### config.mk
export PLATFORM = sky130hd
export DESIGN_NAME = bus_dev_port
export DESIGN_NICKNAME = d
export VERILOG_FILES = /design/src/rtl/bus_dev_pkg.sv /design/src/rtl/bus_dev_fifo.sv /design/src/rtl/bus_dev_port.sv
export SDC_FILE = /design/constraint.sdc
export NUM_CORES = 1
export LEC_CHECK = 0
export CORE_ASPECT_RATIO = 1.25
export CORE_UTILIZATION = 41
export DETAILED_ROUTE_END_ITERATION = 6
export GPL_TIMING_DRIVEN = 0
export PLACE_DENSITY_LB_ADDON = 0.08
export REMOVE_ABC_BUFFERS = 1
export SYNTH_ARGS = -nofsm -noshare
export SYNTH_HDL_FRONTEND = slang
export SYNTH_SLANG_ARGS = --single-unit
### constraint.sdc
create_clock -name clk -period 3.7 [get_ports clk]
set_input_delay 0.74 -clock clk [delete_from_list [all_inputs] [get_ports clk]]
set_output_delay 0.74 -clock clk [all_outputs]
set_load 0.01 [all_outputs]
### src/rtl/bus_dev_pkg.sv
// rtl/bus_dev_pkg.sv - shared constants and helpers for the bus device port
package bus_dev_pkg;

  // Destination-ID field width and the default broadcast address.
  localparam int unsigned ADDR_W = 8;
  localparam logic [ADDR_W-1:0] BCAST_DEFAULT = 8'b0000_0110;

  // Widest packet the address helper can accept.
  localparam int unsigned PKT_MAX_W = 64;

  // Bit positions inside the sticky error vector.
  localparam int unsigned ERR_TX_OVF = 0;
  localparam int unsigned ERR_TX_UDF = 1;
  localparam int unsigned ERR_RX_OVF = 2;
  localparam int unsigned ERR_RX_UDF = 3;
  localparam int unsigned ERR_W      = 4;

  // Destination ID is the top ADDR_W bits of a packet that is `width` bits
  // wide; the packet is passed zero-extended to PKT_MAX_W.
  function automatic logic [ADDR_W-1:0] dest_of(input logic [PKT_MAX_W-1:0] pkt,
                                                input int unsigned        width);
    logic [PKT_MAX_W-1:0] shifted;
    shifted = pkt >> (width - ADDR_W);
    return shifted[ADDR_W-1:0];
  endfunction

endpackage

### src/rtl/bus_dev_fifo.sv
// rtl/bus_dev_fifo.sv - show-ahead FIFO with occupancy count and event flags
module bus_dev_fifo
  import bus_dev_pkg::*;
#(
  parameter int width = 16,
  parameter int depth = 8
) (
  input  logic                     clk,
  input  logic                     reset,
  input  logic                     wr,
  input  logic [width-1:0]         wr_data,
  input  logic                     rd,
  output logic [width-1:0]         rd_data,
  output logic                     empty,
  output logic                     full,
  output logic [$clog2(depth):0]   count,
  output logic                     ovf,
  output logic                     udf
);

  localparam int PTR_W = $clog2(depth);
  localparam int CNT_W = PTR_W + 1;

  logic [PTR_W-1:0] wr_ptr_q, wr_ptr_d;
  logic [PTR_W-1:0] rd_ptr_q, rd_ptr_d;
  logic [CNT_W-1:0] count_q, count_d;
  logic [width-1:0] mem_q [depth];

  logic do_wr;
  logic do_rd;

  // Status decodes only from the registered count.
  assign empty = (count_q == '0);
  assign full  = (count_q == CNT_W'(depth));
  assign count = count_q;

  // A read of an empty FIFO is dropped; a write to a full FIFO is accepted
  // only when a read frees the head slot in the same cycle.
  assign do_rd = rd && !empty;
  assign do_wr = wr && (!full || do_rd);

  // One-cycle event pulses; the owner decides whether to make them sticky.
  assign udf = rd && empty;
  assign ovf = wr && !do_wr;

  // Head is masked to zero while empty so stale storage is never exposed.
  assign rd_data = empty ? '0 : mem_q[rd_ptr_q];

  // Pointer and occupancy next-state.
  always_comb begin
    wr_ptr_d = wr_ptr_q;
    rd_ptr_d = rd_ptr_q;
    count_d  = count_q;
    if (do_wr) wr_ptr_d = wr_ptr_q + PTR_W'(1);
    if (do_rd) rd_ptr_d = rd_ptr_q + PTR_W'(1);
    case ({do_wr, do_rd})
      2'b10:   count_d = count_q + CNT_W'(1);
      2'b01:   count_d = count_q - CNT_W'(1);
      default: count_d = count_q;
    endcase
  end

  // Control registers, cleared asynchronously.
  always_ff @(posedge clk or negedge reset) begin
    if (!reset) begin
      wr_ptr_q <= '0;
      rd_ptr_q <= '0;
      count_q  <= '0;
    end else begin
      wr_ptr_q <= wr_ptr_d;
      rd_ptr_q <= rd_ptr_d;
      count_q  <= count_d;
    end
  end

  // Packet storage; contents need no reset because the head is masked.
  always_ff @(posedge clk) begin
    if (do_wr) mem_q[wr_ptr_q] <= wr_data;
  end

endmodule

### src/rtl/bus_dev_port.sv
// rtl/bus_dev_port.sv - per-slot bus endpoint with TX queue and filtered RX queue
module bus_dev_port
  import bus_dev_pkg::*;
#(
  parameter int               pckg_sz   = 16,
  parameter int               depth     = 8,
  parameter logic [7:0]       dev_id    = 8'd0,
  parameter logic [7:0]       broadcast = BCAST_DEFAULT
) (
  input  logic                    clk,
  input  logic                    reset,
  input  logic                    tx_wr,
  input  logic [pckg_sz-1:0]      tx_data,
  output logic                    tx_full,
  output logic                    pndng,
  output logic [pckg_sz-1:0]      D_pop,
  input  logic                    pop,
  input  logic                    push,
  input  logic [pckg_sz-1:0]      D_push,
  output logic                    rx_valid,
  output logic [pckg_sz-1:0]      rx_data,
  input  logic                    rx_rd,
  output logic [$clog2(depth):0]  tx_count,
  output logic [$clog2(depth):0]  rx_count,
  output logic [7:0]              misaddr_cnt,
  output logic [3:0]              err
);

  logic tx_empty, tx_ovf, tx_udf;
  logic rx_empty, rx_full, rx_ovf, rx_udf;
  logic [ADDR_W-1:0] dest;
  logic addr_match;
  logic rx_push;
  logic [7:0] misaddr_q, misaddr_d;
  logic [ERR_W-1:0] err_q, err_d;

  // Device-to-bus queue.
  bus_dev_fifo #(.width(pckg_sz), .depth(depth)) u_tx_fifo (
    .clk     (clk),
    .reset   (reset),
    .wr      (tx_wr),
    .wr_data (tx_data),
    .rd      (pop),
    .rd_data (D_pop),
    .empty   (tx_empty),
    .full    (tx_full),
    .count   (tx_count),
    .ovf     (tx_ovf),
    .udf     (tx_udf)
  );

  assign pndng = !tx_empty;

  // Only packets addressed to this slot or to everyone enter the RX queue.
  assign dest       = dest_of(PKT_MAX_W'(D_push), pckg_sz);
  assign addr_match = (dest == dev_id) || (dest == broadcast);
  assign rx_push    = push && addr_match;

  // Bus-to-device queue.
  bus_dev_fifo #(.width(pckg_sz), .depth(depth)) u_rx_fifo (
    .clk     (clk),
    .reset   (reset),
    .wr      (rx_push),
    .wr_data (D_push),
    .rd      (rx_rd),
    .rd_data (rx_data),
    .empty   (rx_empty),
    .full    (rx_full),
    .count   (rx_count),
    .ovf     (rx_ovf),
    .udf     (rx_udf)
  );

  assign rx_valid = !rx_empty;

  // Misaddressed-drop counter saturates; sticky error bits accumulate events.
  always_comb begin
    misaddr_d = misaddr_q;
    if (push && !addr_match && (misaddr_q != 8'hFF)) misaddr_d = misaddr_q + 8'd1;
    err_d = err_q;
    err_d[ERR_TX_OVF] = err_q[ERR_TX_OVF] | tx_ovf;
    err_d[ERR_TX_UDF] = err_q[ERR_TX_UDF] | tx_udf;
    err_d[ERR_RX_OVF] = err_q[ERR_RX_OVF] | rx_ovf;
    err_d[ERR_RX_UDF] = err_q[ERR_RX_UDF] | rx_udf;
  end

  // Status registers, cleared asynchronously.
  always_ff @(posedge clk or negedge reset) begin
    if (!reset) begin
      misaddr_q <= '0;
      err_q     <= '0;
    end else begin
      misaddr_q <= misaddr_d;
      err_q     <= err_d;
    end
  end

  assign misaddr_cnt = misaddr_q;
  assign err         = err_q;

endmodule

==> metrics list <==
- The number of global-route vias before repair was 6,111.
* Leakage component of the power: 0.004773 uW
* # clock sinks: 288
* Final hold violation count: 0
- Diodes inserted: 0
- The routed design has 23.72 mm of wire.
- In the synthesized netlist, the number of instances is 573.
* Layout area overhead: 23.07%
* Max capacitance violation total: 0
- Result of the run: completed
- Setup-violating endpoint count in the final report: 0
- At the worst endpoint, the arrival time is 2790 ps.
- The number of buffers and inverters on the critical path is 1.
- Sequential cells were found to cover 73.96% of the synthesized design area.
- CP Launch Type: flip-flop
- Final weighted congestion in routability-driven placement: 0.7195
- Maximum frequency from static timing analysis: 283.5 MHz
* Nets@finish: 750
- In this run, synthesis produced a sequential element count of 288.
- The tree is rooted in a clkbuf_16.
* DR vias: 5,659
- Time the worst path needs with I/O delays and setup: 3527 ps
- In this run the number of H-tree levels came out at 1.
- In this run the core area contains 68 standard-cell rows.
- Unrepaired setup endpoints after global routing: no
* Category of the worst setup path capture point: primary output
- Once the floorplan was initialized, standard cells occupied 41.63% of the core.
* VDD IR-drop max: 0.4485 mV
- Setup CP Type: reg2out
- The count of nets left with antenna violations once routing finished came out at 0.
- The initial antenna violation count came to 0.
* Pin count of the biggest net entering global routing: 35
* Synthesized area per cell: 20.03 um^2
- Std-Cell Core Area: 27,570 um^2
- GR Overflow Total: 0
- Synth async-reset ratio: 11.11%
- Worst min-delay path category: in2async
* Crit Path Max Fanout: 17
- Worst slew pin tran: 1336 ps
* Cell family with most CP delay: flip-flops
- Area enclosed by the die boundary: 28,670 um^2
* Clock input transition at the sequential cells of the worst setup and hold paths: 60 ps
- Remaining max-slew budget at the tightest pin: 10.93%
- The worst path uses 95.33% of the clock period.
- Final-report max-slew violation count: 0
- Length of the first detailed-routing pass in iterations: 4
* Deepest clock path buffer count: 3
* Post-detailed-route via-to-cell ratio: 5.274
- In this run the power density over the cells is 754.3 nW/um^2.
- Yosys printed 0 warnings.
- Number of buffers added by the clock tree synthesis step: 29
- Half-perimeter wire length of the detailed placement result: 15.15 mm
- Tot GR Track Use: 17.14%
- Across the routed clock network, the largest skew measured is 11.81 ps.
- The first global-routing pass estimated 36.05 mm of wire.
- TritonCTS clock tree: built
- Summing every instance area after synthesis gives 11,480 um^2.
* Wire per inst: 22.10 um
- In the routed design, unresolved DRC markers number 0.
- Number of flops mapped to enable cells by yosys: 256
- Clock latency on the worst-skew pair: 550 ps
- Starting DRC count in detailed routing: 225
- During I/O placement, the number of pins put on the boundary was 93.
* Die X-Extent: 151.7 um
- Buffers inserted to repair hold after CTS numbered 0.
- Most used flip-flop cell after synthesis: edfxtp_1
* CP peak stage delay: 1230 ps
- In the final timing run, aggregate negative setup slack is 0 ps.
* Vertical die dimension: 189.1 um
- Critical path data required time: 2960 ps
- Core Util, Final: 51.24%
- Slowest-stage cell, CP: dfrtp_1
- Counting distinct cell types in the post-synthesis netlist gives 42.
- Worst-path cell chain: mux2i_1, nor2_1, clkdlybuf4s50_1
- Input/output buffers: 92
- Of the cells placed in the final design, the portion with a size suffix greater than 1 is 24.34%.
-- report_power, final --
group | internal (uW) | switching (uW)
clock | 1690 | 1190
sequential | 3910 | 620
combinational | 1940 | 1310
-- registers in the layout, indices dropped and copies added, names as in the netlist --
name and count:
err 4, u_tx_fifo.count 4, u_rx_fifo.rd_ptr_q 3, u_tx_fifo.mem_q 128, u_rx_fifo.wr_ptr_q 3, misaddr_cnt 8, u_tx_fifo.rd_ptr_q 3, u_rx_fifo.count 4
u_rx_fifo.mem_q 128, u_tx_fifo.wr_ptr_q 3
-- cells in the mapped netlist, drive strengths merged, types with 2 or more instances --
library cell  instances  area, um^2
edfxtp              256        7687
nand2                13       48.80
xor2                 15       131.4
clkbuf               18       67.56
dfrtp                32       800.8
nand3b                2       15.01
and2                  2       12.51
nor2                 42       157.7
mux4                 64        1441
nand3                 2       22.52
nor3                 12       60.06
nor3b                 3       22.52
a21o                  3       22.52
mux2i                32       320.3
xnor2                10       87.58
nand2b                6       37.54
nand4                 6       37.54
nor4                  7       88.83
ha                   11       137.6
inv                   3       11.26
mux2                  7       82.57
a21oi                 4       20.02
buf                  11       61.31
-- metal layers --
layer / wire length (um) / share of wire (%) / track usage, %
met5: 0 / 0 / 0
met1: 9530 / 40 / 20.79
met4: 527 / 2.2 / 4.760
met2: 12760 / 54 / 31.08
met3: 897 / 3.8 / 2.747
-- layout by cell type (no fill, tap or decap), types with 4 or more instances in the layout --
master and instances:
nor2_2 5, clkbuf_16 29, mux2i_1 32, xnor2_1 10, buf_6 12, nand4_1 6, dfrtp_1 28, ha_1 11
xor2_1 15, mux4_2 64, nand2b_1 6, mux2_2 6, nor3_1 5, edfxtp_1 256, a21oi_1 4, clkbuf_1 9
nor3_2 6, clkinv_1 4, buf_8 4, nand2_1 13, buf_4 13, clkdlybuf4s50_1 91, nor2_1 37, clkinv_2 6
-- cells by family (layout without fill, tap and decap cells) --
| group | after synthesis | in the layout | share of synthesized area (%) |
|---|---|---|---|
| DFF | 288 | 288 | 73.96 |
| and+or+nand+nor | 100 | 100 | 4.862 |
| buffers and inverters | 33 | 183 | 1.254 |
| muxes | 103 | 103 | 16.07 |
| AOI/OAI and AO/OA | 13 | 13 | 0.7523 |
| xor gates and xnor gates | 25 | 25 | 1.908 |
| adders and majority gates | 11 | 11 | 1.199 |
-- layout make-up --
cell class	count	area, um^2
fillers	2265	13440
flip-flops and latches	288	8496
multi-input cells	252	2925
repair buffers	126	1324
clock buffers	40	787.0
well taps	350	437.9
clock inverters	13	140.1
inverters	4	15.01
-- repair_timing --
item                       CTS  global route
resized for setup            0             2
setup buffers                2             3
cloned                       0             0
setup endpoints to repair   10            31
pin swaps                    1             1
-- per-stage QoR --
| step | instance area (um^2) | worst slack (ps) | hold slack (ps) | cells | total power [uW] |
|---|---|---|---|---|---|
| finish | 14120 | 172.8 | 286.6 | 1073 | 10660 |
| global placement | 12710 | -3024 | 438.5 | 986 | 7719 |
| global route | 14120 | 16.09 | 331.5 | 1073 | 11160 |
| detailed placement | 13140 | -554.9 | 447.4 | 1015 | 7889 |
| floorplan | 11350 | -261.5 | 444.4 | 544 | 6246 |
| CTS | 14090 | 28.09 | 293.6 | 1070 | 10810 |
-- path summary, 6_finish.rpt --
kind                                       start                    end  cells past startpoint  slack (ps)
max reg2reg                   u_tx_fifo.count[0]     u_tx_fifo.count[2]                     10         800
max in group asynchronous                  reset  u_tx_fifo.rd_ptr_q[0]                      1        2800
min reg2reg                               err[1]                 err[1]                      1         460
max                        u_tx_fifo.rd_ptr_q[2]              D_pop[11]                      3         170
min in group clk                          err[1]                 err[1]                      1         460
min                                        reset         misaddr_cnt[1]                      1         290
Note: power is estimated with default switching activity, not from simulation.
